===== config.mk =====
export PLATFORM = sky130hd
export DESIGN_NAME = pipe_adder
export DESIGN_NICKNAME = d
export VERILOG_FILES = /design/src/rtl/pipe_adder_pkg.sv /design/src/rtl/adder_seg.sv /design/src/rtl/pipe_adder.sv
export SDC_FILE = /design/constraint.sdc
export NUM_CORES = 1
export LEC_CHECK = 0
export ABC_CLOCK_PERIOD_IN_PS = 3800
export BUFFER_PORTS_ARGS = -buffer_cell sky130_fd_sc_hd__clkbuf_2
export CAP_MARGIN = 5
export CORE_AREA = 2 2 61 63
export DETAILED_ROUTE_END_ITERATION = 16
export DIE_AREA = 0 0 63 65
export HOLD_SLACK_MARGIN = 0.05
export PLACE_DENSITY = 0.68
export SYNTH_ARGS = -nofsm -noshare
export SYNTH_HDL_FRONTEND = slang
export SYNTH_SLANG_ARGS = --single-unit

===== constraint.sdc =====
create_clock -name clk -period 3.8 [get_ports clk]
set_input_delay 0.19 -clock clk [delete_from_list [all_inputs] [get_ports clk]]
set_output_delay 0.19 -clock clk [all_outputs]
set_load 0.02 [all_outputs]

===== src/rtl/pipe_adder_pkg.sv =====
// Shared definitions for the segmented pipelined adder/subtractor.
// Optional feature macro: PIPE_ADDER_SAT_EN (signed saturation on overflow).
package pipe_adder_pkg;

    localparam int unsigned PA_WIDTH = 10;
    localparam int unsigned PA_SEG   = 5;

    // Operation select; the encoding matches the raw sub input.
    typedef enum logic {
        MODE_ADD = 1'b0,
        MODE_SUB = 1'b1
    } mode_e;

    // Signed extremes for a given width, right-aligned in 64 bits.
    typedef struct packed {
        logic [63:0] max_pos;
        logic [63:0] min_neg;
    } sat_const_t;

    // Returns the most positive and most negative two's-complement values.
    function automatic sat_const_t sat_consts(input int unsigned width);
        sat_const_t c;
        c.min_neg = 64'(1) << (width - 1);
        c.max_pos = c.min_neg - 64'(1);
        return c;
    endfunction

endpackage : pipe_adder_pkg


===== src/rtl/adder_seg.sv =====
// Combinational SEG-bit ripple-carry segment. Also exposes the carry into its
// MSB so the last segment can derive signed overflow.
module adder_seg #(
    parameter int unsigned SEG = 5
) (
    input  logic [SEG-1:0] a_i,
    input  logic [SEG-1:0] b_i,
    input  logic           cin_i,
    output logic [SEG-1:0] s_o,
    output logic           cout_o,
    output logic           cmsb_o
);

    logic [SEG:0] carry;

    // Bit-serial ripple through the segment.
    always_comb begin
        carry    = '0;
        s_o      = '0;
        carry[0] = cin_i;
        for (int i = 0; i < int'(SEG); i++) begin
            s_o[i]       = a_i[i] ^ b_i[i] ^ carry[i];
            carry[i + 1] = (a_i[i] & b_i[i]) | (carry[i] & (a_i[i] ^ b_i[i]));
        end
    end

    assign cout_o = carry[SEG];
    assign cmsb_o = carry[SEG - 1];

endmodule : adder_seg


===== src/rtl/pipe_adder.sv =====
// Pipelined WIDTH-bit adder/subtractor resolved SEG bits per stage, with a
// valid/ready handshake and backpressure. The whole pipeline advances together
// under one enable; bubbles are not squeezed out.
// Optional feature macro: PIPE_ADDER_SAT_EN clamps the result to the signed
// extreme on overflow; without it the sum wraps.
module pipe_adder
    import pipe_adder_pkg::*;
#(
    parameter int unsigned WIDTH = PA_WIDTH,
    parameter int unsigned SEG   = PA_SEG
) (
    input  logic             clk,
    input  logic             rst_n,
    input  logic             in_valid,
    output logic             in_ready,
    input  logic [WIDTH-1:0] a,
    input  logic [WIDTH-1:0] b,
    input  logic             cin,
    input  logic             sub,
    output logic             out_valid,
    input  logic             out_ready,
    output logic [WIDTH-1:0] sum,
    output logic             cout,
    output logic             ovf
);

    localparam int unsigned STAGES = WIDTH / SEG;
    localparam int unsigned LAST   = STAGES - 1;

    // Elaboration-time parameter sanity checks.
    if ((WIDTH % SEG) != 0) begin : g_chk_mult
        $error("pipe_adder: WIDTH must be a multiple of SEG");
    end
    if (WIDTH < SEG) begin : g_chk_stages
        $error("pipe_adder: at least one stage is required");
    end
    if (WIDTH > 64) begin : g_chk_max
        $error("pipe_adder: WIDTH above 64 is not supported");
    end

    // Per-stage registers: skewed operands, partially resolved sum, carry, valid.
    logic [WIDTH-1:0]  a_q   [STAGES];
    logic [WIDTH-1:0]  a_d   [STAGES];
    logic [WIDTH-1:0]  b_q   [STAGES];
    logic [WIDTH-1:0]  b_d   [STAGES];
    logic [WIDTH-1:0]  s_q   [STAGES];
    logic [WIDTH-1:0]  s_d   [STAGES];
    logic [STAGES-1:0] c_q;
    logic [STAGES-1:0] c_d;
    logic [STAGES-1:0] v_q;
    logic [STAGES-1:0] v_d;
    logic              ovf_q;
    logic              ovf_d;

    // Stage inputs: ports for stage 0, previous stage registers otherwise.
    logic [WIDTH-1:0]  stg_a [STAGES];
    logic [WIDTH-1:0]  stg_b [STAGES];
    logic [WIDTH-1:0]  stg_s [STAGES];
    logic [STAGES-1:0] stg_c;
    logic [STAGES-1:0] stg_v;

    // Segment adder results.
    logic [SEG-1:0]    seg_s [STAGES];
    logic [STAGES-1:0] seg_co;
    logic [STAGES-1:0] seg_cm;

    logic  en;
    mode_e mode;

    assign mode      = mode_e'(sub);
    assign out_valid = v_q[LAST];
    assign en        = !out_valid || out_ready;
    assign in_ready  = en;

    // Stage input selection and one ripple segment per stage.
    for (genvar k = 0; k < int'(STAGES); k++) begin : g_stage
        if (k == 0) begin : g_first
            assign stg_a[k] = a;
            assign stg_b[k] = (mode == MODE_SUB) ? ~b : b;
            assign stg_s[k] = '0;
            assign stg_c[k] = (mode == MODE_SUB) ? 1'b1 : cin;
            assign stg_v[k] = in_valid;
        end else begin : g_next
            assign stg_a[k] = a_q[k-1];
            assign stg_b[k] = b_q[k-1];
            assign stg_s[k] = s_q[k-1];
            assign stg_c[k] = c_q[k-1];
            assign stg_v[k] = v_q[k-1];
        end

        adder_seg #(
            .SEG (SEG)
        ) u_seg (
            .a_i    (stg_a[k][k*SEG +: SEG]),
            .b_i    (stg_b[k][k*SEG +: SEG]),
            .cin_i  (stg_c[k]),
            .s_o    (seg_s[k]),
            .cout_o (seg_co[k]),
            .cmsb_o (seg_cm[k])
        );
    end

`ifdef PIPE_ADDER_SAT_EN
    localparam sat_const_t       SAT_C   = sat_consts(WIDTH);
    localparam logic [WIDTH-1:0] SAT_MAX = WIDTH'(SAT_C.max_pos);
    localparam logic [WIDTH-1:0] SAT_MIN = WIDTH'(SAT_C.min_neg);
`endif

    // Next-state: splice each segment sum into the travelling result.
    always_comb begin
        for (int k = 0; k < int'(STAGES); k++) begin
            a_d[k] = stg_a[k];
            b_d[k] = stg_b[k];
            s_d[k] = stg_s[k];
            s_d[k][k*SEG +: SEG] = seg_s[k];
        end
        c_d   = seg_co;
        v_d   = stg_v;
        ovf_d = seg_cm[LAST] ^ seg_co[LAST];
`ifdef PIPE_ADDER_SAT_EN
        // Clamp toward the sign both operands share.
        if (ovf_d) begin
            s_d[LAST] = (!stg_a[LAST][WIDTH-1] && !stg_b[LAST][WIDTH-1]) ? SAT_MAX : SAT_MIN;
        end
`endif
    end

    // Pipeline registers: synchronous clear, hold everything while stalled.
    always_ff @(posedge clk) begin
        if (!rst_n) begin
            for (int k = 0; k < int'(STAGES); k++) begin
                a_q[k] <= '0;
                b_q[k] <= '0;
                s_q[k] <= '0;
            end
            c_q   <= '0;
            v_q   <= '0;
            ovf_q <= 1'b0;
        end else if (en) begin
            for (int k = 0; k < int'(STAGES); k++) begin
                a_q[k] <= a_d[k];
                b_q[k] <= b_d[k];
                s_q[k] <= s_d[k];
            end
            c_q   <= c_d;
            v_q   <= v_d;
            ovf_q <= ovf_d;
        end
    end

    assign sum  = s_q[LAST];
    assign cout = c_q[LAST];
    assign ovf  = ovf_q;

    // Last-stage operand copies and lower MSB carries have no consumer.
    logic unused_tail;
    assign unused_tail = ^{a_q[LAST], b_q[LAST], seg_cm};

endmodule : pipe_adder


==> flow_summary_export.csv, run 1 <==
group,metric,value,unit
outcome,outcome,"complete, no violations",
sta,clock_skew,0.00491,ns
global_route,grt_pass1_wl,3390,um
power_and_ir_drop,ir_drop,208,uV
routing,num_vias,858,
sta,setup_viol,0,
final_layout,nNetsFinal,187,
sta,worst_slew_margin_rel,35.9,%
routing,dr_wl_met2,975,um
floorplanning,initial_core_util,42.1,%
placed_design,pre_cts_slack,0.856,ns
sta,clock.fmax,378,MHz
global_route,grt_use_total,11.4,%
routing,drtAntennaViolNets,0,
routing,wl_met1,832,um
placed_design,place.gp.congestion,0.734,
yosys,syn_avg_cell_area,13.3,um2
sta,rsz0062_at_grt,"no",
floorplanning,dieHeight,65,um
placed_design,dp_hpwl,1550,um
sta,holdWs,0.103,ns
clocking,cts_resized,0,
hold_path,hp-class,"primary input to flop",
floorplanning,coreArea,3500,um2
critical_path,crit_arrival,2.81,ns
global_route,antenna_found_initial,0,
critical_path,worstSetupEndpointType,"flop",
yosys,netlist_instances,111,
clocking,path_clk_slew,0.08,ns
critical_path,required,3.96,ns
final_layout,area_delta_synth_final,17.6,%
routing,firstDrtPassIters,4,
clocking,cts_setup_buffers,0,
global_route,grt_pass1_vias,772,
sta,slew_viol_final,0,
yosys,ys_seq_area_share,57.8,%
clocking,tritoncts,"done",
critical_path,crit_type,"flop to flop",
yosys,synth_area,1470,um2
flow_run,maxCapViolations,0,
floorplanning,ioPinCount,40,
floorplanning,dieWidth,63,um
routing,routedWlPerCell,10.0,um
routing,vias_per_cell,4.29,
power_and_ir_drop,power,703,uW
clocking,numCtsBuffers,5,
critical_path,cp_max_fo,2,
routing,drtIter0Drc,17,
placed_design,dp_cells,192,
clocking,hold_buffers,0,
placed_design,dpl-instance-area,1680,um2
global_route,grt_max_degree,26,
placed_design,port_buffers,39,
routing,totalWireLength,2010,um
final_layout,stdcell_area,1730,um2
sta,period_minus_slack,2.65,ns
clocking,cts_root_buffer,"clkbuf_4",
routing,drcViolationCount,0,
routing,dr_wl_met3,177,um
power_and_ir_drop,total_leakage_power,0.826,nW
floorplanning,die_area,4100,um2
yosys,synth_seq_cells,30,
yosys,ys.warnings.count,0,
clocking,clk_latency,0.31,ns
critical_path,crit_path_start_kind,"flop",
clocking,htree_levels,2,
sta,worst_pin_slew,0.960,ns
yosys,synth_nets,147,
global_route,overflow,0,
routing,highest_layer,"met4",
sta,setup_slack,1.15,ns
sta,timing.setup.tns,0,ns
yosys,synth_cell_types,20,
sta,fin_crit_sh,69.6,%
sta,hold_viol_final,0,
power_and_ir_drop,powerDensity,406,nW/um2
clocking,ctsLongestPathBuffers,2,
final_layout,drive_above_1_share,35.5,%
floorplanning,rows,22,
final_layout,fin_util,49.5,%
final_layout,layout_commonest_cell,"clkbuf_2",
clocking,cts.sinks,30,
final_layout,mostFrequentLayoutCells,"clkbuf_2 (39), edfxtp_1 (25), inv_1 (13), nor2_1 (11), fa_1 (10)",
final_layout,finalNonFillerCells,200,
final_layout,antenna_cells,0,
-- cell type report --
type	instances	area [um2]
clock buffers	8	48.8
fillers	320	1760
inverters	14	52.6
multi-input cells	61	524
flip-flops and latches	30	851
well taps	48	60.1
repair buffers	39	195
-- cell families after synthesis --
| kind of cell | after synthesis | synth area share, % |
|---|---|---|
| AO/OA/AOI/OAI | 5 | 2.55 |
| AND/OR/NAND/NOR | 35 | 12.9 |
| XOR/XNOR | 11 | 6.54 |
| adder cells (fa/ha/maj) | 10 | 13.6 |
| buffers and inverters | 20 | 6.63 |
| flip-flops | 30 | 57.8 |
-- state kept, by name (all words and copies together), names as in the netlist --
| register | flops |
|---|---|
| s_q | 15 |
| a_q | 5 |
| b_q | 5 |
| c_q | 2 |
| v_q | 2 |
| ovf | 1 |
-- where the power goes --
part | switching [mW] | internal (mW) | total (mW)
registers | 0.0106 | 0.398 | 0.408
clock network | 0.0929 | 0.0736 | 0.166
logic | 0.0717 | 0.0563 | 0.128
-- final timing paths --
path | from | to | slack, ns | cells past startpoint
min | in_valid | v_q[0] | 0.10 | 3
max reg2reg | a_q[0][5] | s_q[0][19] | 1.15 | 9
min reg2reg | v_q[0] | v_q[0] | 0.45 | 2
max | a_q[0][5] | s_q[0][19] | 1.15 | 9
-- routing by layer --
layer / GRT usage (%) / up-vias
met1: 13.0 / 379
li1: - / 441
met2: 17.6 / 36
met5: 0 / -
met3: 5.90 / 2
met4: 5.83 / 0
-- synth_stat cells, drive strengths merged --
library cell	n	area [um2]
nor2b	1	13.8
o211a	1	10.0
a21boi	2	15.0
xor2	3	26.3
nor2	11	41.3
clkbuf	2	7.51
inv	14	52.6
o21a	1	7.51
o21ai	1	5.00
buf	4	37.5
nand3	1	5.00
fa	10	200
and3	15	104
dfxtp	5	100
edfxtp	25	751
nand2	7	26.3
xnor2	8	70.1
-- worst max-delay path: stages (launching register included) --
cell and delay, ns:
edfxtp_1 0.40, fa_1 0.44, fa_1 0.37, inv_1 0.08, fa_1 0.15, inv_1 0.05
fa_1 0.39, inv_1 0.09, fa_1 0.40, nor2_1 0.12
No activity file was read; power rests on OpenSTA's default activity.
==> run 2: changes to the inputs <==
ABC_CLOCK_PERIOD_IN_PS = 2550   (was 3800)
clock period = 2.55 ns   (was 3.8 ns; I/O delays follow)
==> run 2 against run 1 <==
  * Sequential share of layout area decreased by 1.8 points
  * Total power increased by 55%
  * Core utilization increased by 1.9 points
  * Global-route usage increased by 1.3 points
  * Cell area increased by 3.8%
==> flow_summary_export.csv, run 2 (same netlist as run 1, synthesis figures left out) <==
group,metric,value,unit
outcome,outcome,"complete, no violations",
clocking,htree_levels,2,
clocking,tritoncts,"done",
routing,vias_per_cell,4.31,
routing,routedWlPerCell,10.8,um
final_layout,nNetsFinal,191,
critical_path,crit_type,"flop to flop",
placed_design,place.gp.congestion,0.717,
floorplanning,dieWidth,63,um
routing,totalWireLength,2200,um
routing,num_vias,880,
sta,clock_skew,0.0102,ns
clocking,numCtsBuffers,5,
power_and_ir_drop,powerDensity,604,nW/um2
critical_path,cp_slowest_stage_delay,0.40,ns
clocking,cts.sinks,30,
sta,setup_slack,0.0922,ns
final_layout,fillers,318,
power_and_ir_drop,power_frac_clock,25.0,%
power_and_ir_drop,intPower,813,uW
routing,drtAntennaViolNets,0,
critical_path,crit_family,"adder cells",
floorplanning,ioPinCount,40,
placed_design,pre_cts_slack,-0.0974,ns
sta,slew_viol_final,0,
sta,fin_crit_sh,96.4,%
critical_path,cp_cell_sequence,"fa_2 > fa_2 > inv_2 > fa_2 > inv_2 > fa_2 > inv_2 > fa_1 > nor2_1",
power_and_ir_drop,netSwitchingFraction,25.1,%
global_route,grt_pass1_wl,3800,um
clocking,cts_setup_buffers,0,
critical_path,crit_buf_inv,3,
sta,clock.fmax,407,MHz
global_route,grt_pass1_vias,885,
final_layout,largest_reg_flops,15,
final_layout,layout_commonest_cell,"clkbuf_2",
critical_path,cp_max_fo,2,
final_layout,antenna_cells,0,
floorplanning,die_area,4100,um2
global_route,grt_max_degree,26,
sta,worst_pin_slew,0.948,ns
critical_path,slowest_stage,"edfxtp_1",
sta,timing.setup.tns,0,ns
sta,setup_viol,0,
sta,holdWs,0.120,ns
placed_design,dp_hpwl,1620,um
power_and_ir_drop,p_comb_share,18.9,%
routing,drtIter0Drc,8,
final_layout,area_delta_synth_final,22.0,%
power_and_ir_drop,total_leakage_power,0.849,nW
routing,drcViolationCount,0,
power_and_ir_drop,pwr-share-seq,56.1,%
critical_path,crit_path_start_kind,"flop",
floorplanning,initial_core_util,42.1,%
floorplanning,rows,22,
critical_path,crit_arrival,2.63,ns
final_layout,largest_registers,"s_q (15), a_q (5), b_q (5)",
clocking,ctsLongestPathBuffers,2,
final_layout,registers.top_by_ff_count,"s_q",
critical_path,worstSetupEndpointType,"flop",
final_layout,mostFrequentLayoutCells,"clkbuf_2 (39), edfxtp_1 (25), nor2_1 (11), inv_1 (10), and3_2 (8)",
critical_path,worstReg2RegStart,"a_q[0][5]",
hold_path,hp-class,"primary input to flop",
floorplanning,dieHeight,65,um
floorplanning,coreArea,3500,um2
critical_path,crit_start,"a_q[0][5]",
global_route,grt_use_total,12.7,%
hold_path,hold_start,"out_ready",
sta,rsz0062_at_grt,"yes",
global_route,antenna_found_initial,0,
critical_path,required,2.72,ns
power_and_ir_drop,ir_drop,252,uV
global_route,overflow,0,
routing,firstDrtPassIters,4,
clocking,path_clk_slew,0.09,ns
sta,worst_slew_margin_rel,36.7,%
placed_design,port_buffers,39,
sta,hold_viol_final,0,
clocking,clk_latency,0.32,ns
critical_path,cpMostUsedCell,"fa_2",
final_layout,drive_above_1_share,43.6,%
sta,period_minus_slack,2.46,ns
power_and_ir_drop,switching_power,272,uW
clocking,cts_root_buffer,"clkbuf_4",
flow_run,maxCapViolations,0,
## run 2: changes by cell type in the layout (fill, tap and decap cells not counted)
cell / change
fa_1: -6
clkinv_1: +2
inv_2: +3
fa_2: +6
buf_4: +3
clkbuf_8: +1
clkbuf_1: -3
xnor2_2: +1
dlygate4sd3_1: +1
xnor2_1: -1
inv_1: -3
## run 2: final timing paths
path | slack [ns] | depth (start not counted) | to
max | 0.09 | 9 | s_q[0][19]
min | 0.12 | 4 | c_q[0]
max reg2reg | 0.09 | 9 | s_q[0][19]
min reg2reg | 0.47 | 2 | v_q[0]
## run 2: routing by layer
layer  part of all wire (%)  up-vias  GRT usage [%]
li1                       -      450              -
met1                     39      391           12.9
met2                     51       32           21.3
met3                    6.5        7           4.51
met4                    3.5        0           10.0
met5                      0        -              0
## run 2: timing repair
action                     in CTS  in global routing
pin swaps                       1                  3
hold endpoints to repair        1                  0
gates resized for setup         2                  5
setup endpoints to repair       1                  1
hold buffers                    1                  0
## run 2: power by group through the flow
stage | clock, mW | combinational, mW | sequential (mW)
floorplan | 0 | 0.105 | 0.652
global placement | 0 | 0.197 | 0.620
detailed placement | 0 | 0.204 | 0.621
CTS | 0.285 | 0.206 | 0.610
global route | 0.308 | 0.231 | 0.616
finish | 0.271 | 0.205 | 0.609
## run 2: cell type report
cell class | count | area, um2 | area share, %
Clock inverter | 2 | 7.51 | 0.418
Inverter | 14 | 52.6 | 2.92
Sequential cell | 30 | 851 | 47.4
Timing Repair Buffer | 43 | 228 | 12.7
Multi-Input combinational cell | 61 | 547 | 30.4
Tap cell | 48 | 60.1 | 3.34
Clock buffer | 6 | 51.3 | 2.86
## run 2: per-stage QoR
stage	power, mW	instance area, um2	std cells	utilization [%]
floorplan	0.757	1490	111	-
global placement	0.816	1720	195	49.1
detailed placement	0.825	1720	195	49.1
CTS	1.10	1790	204	51.3
global route	1.16	1800	204	51.4
finish	1.09	1800	204	51.4
## run 2: worst register-to-register path, cell delays in order, from the launching register on
cell and delay, ns:
edfxtp_1 0.40, fa_2 0.38, fa_2 0.34, inv_2 0.06, fa_2 0.18, inv_2 0.04
fa_2 0.36, inv_2 0.06, fa_1 0.40, nor2_1 0.10
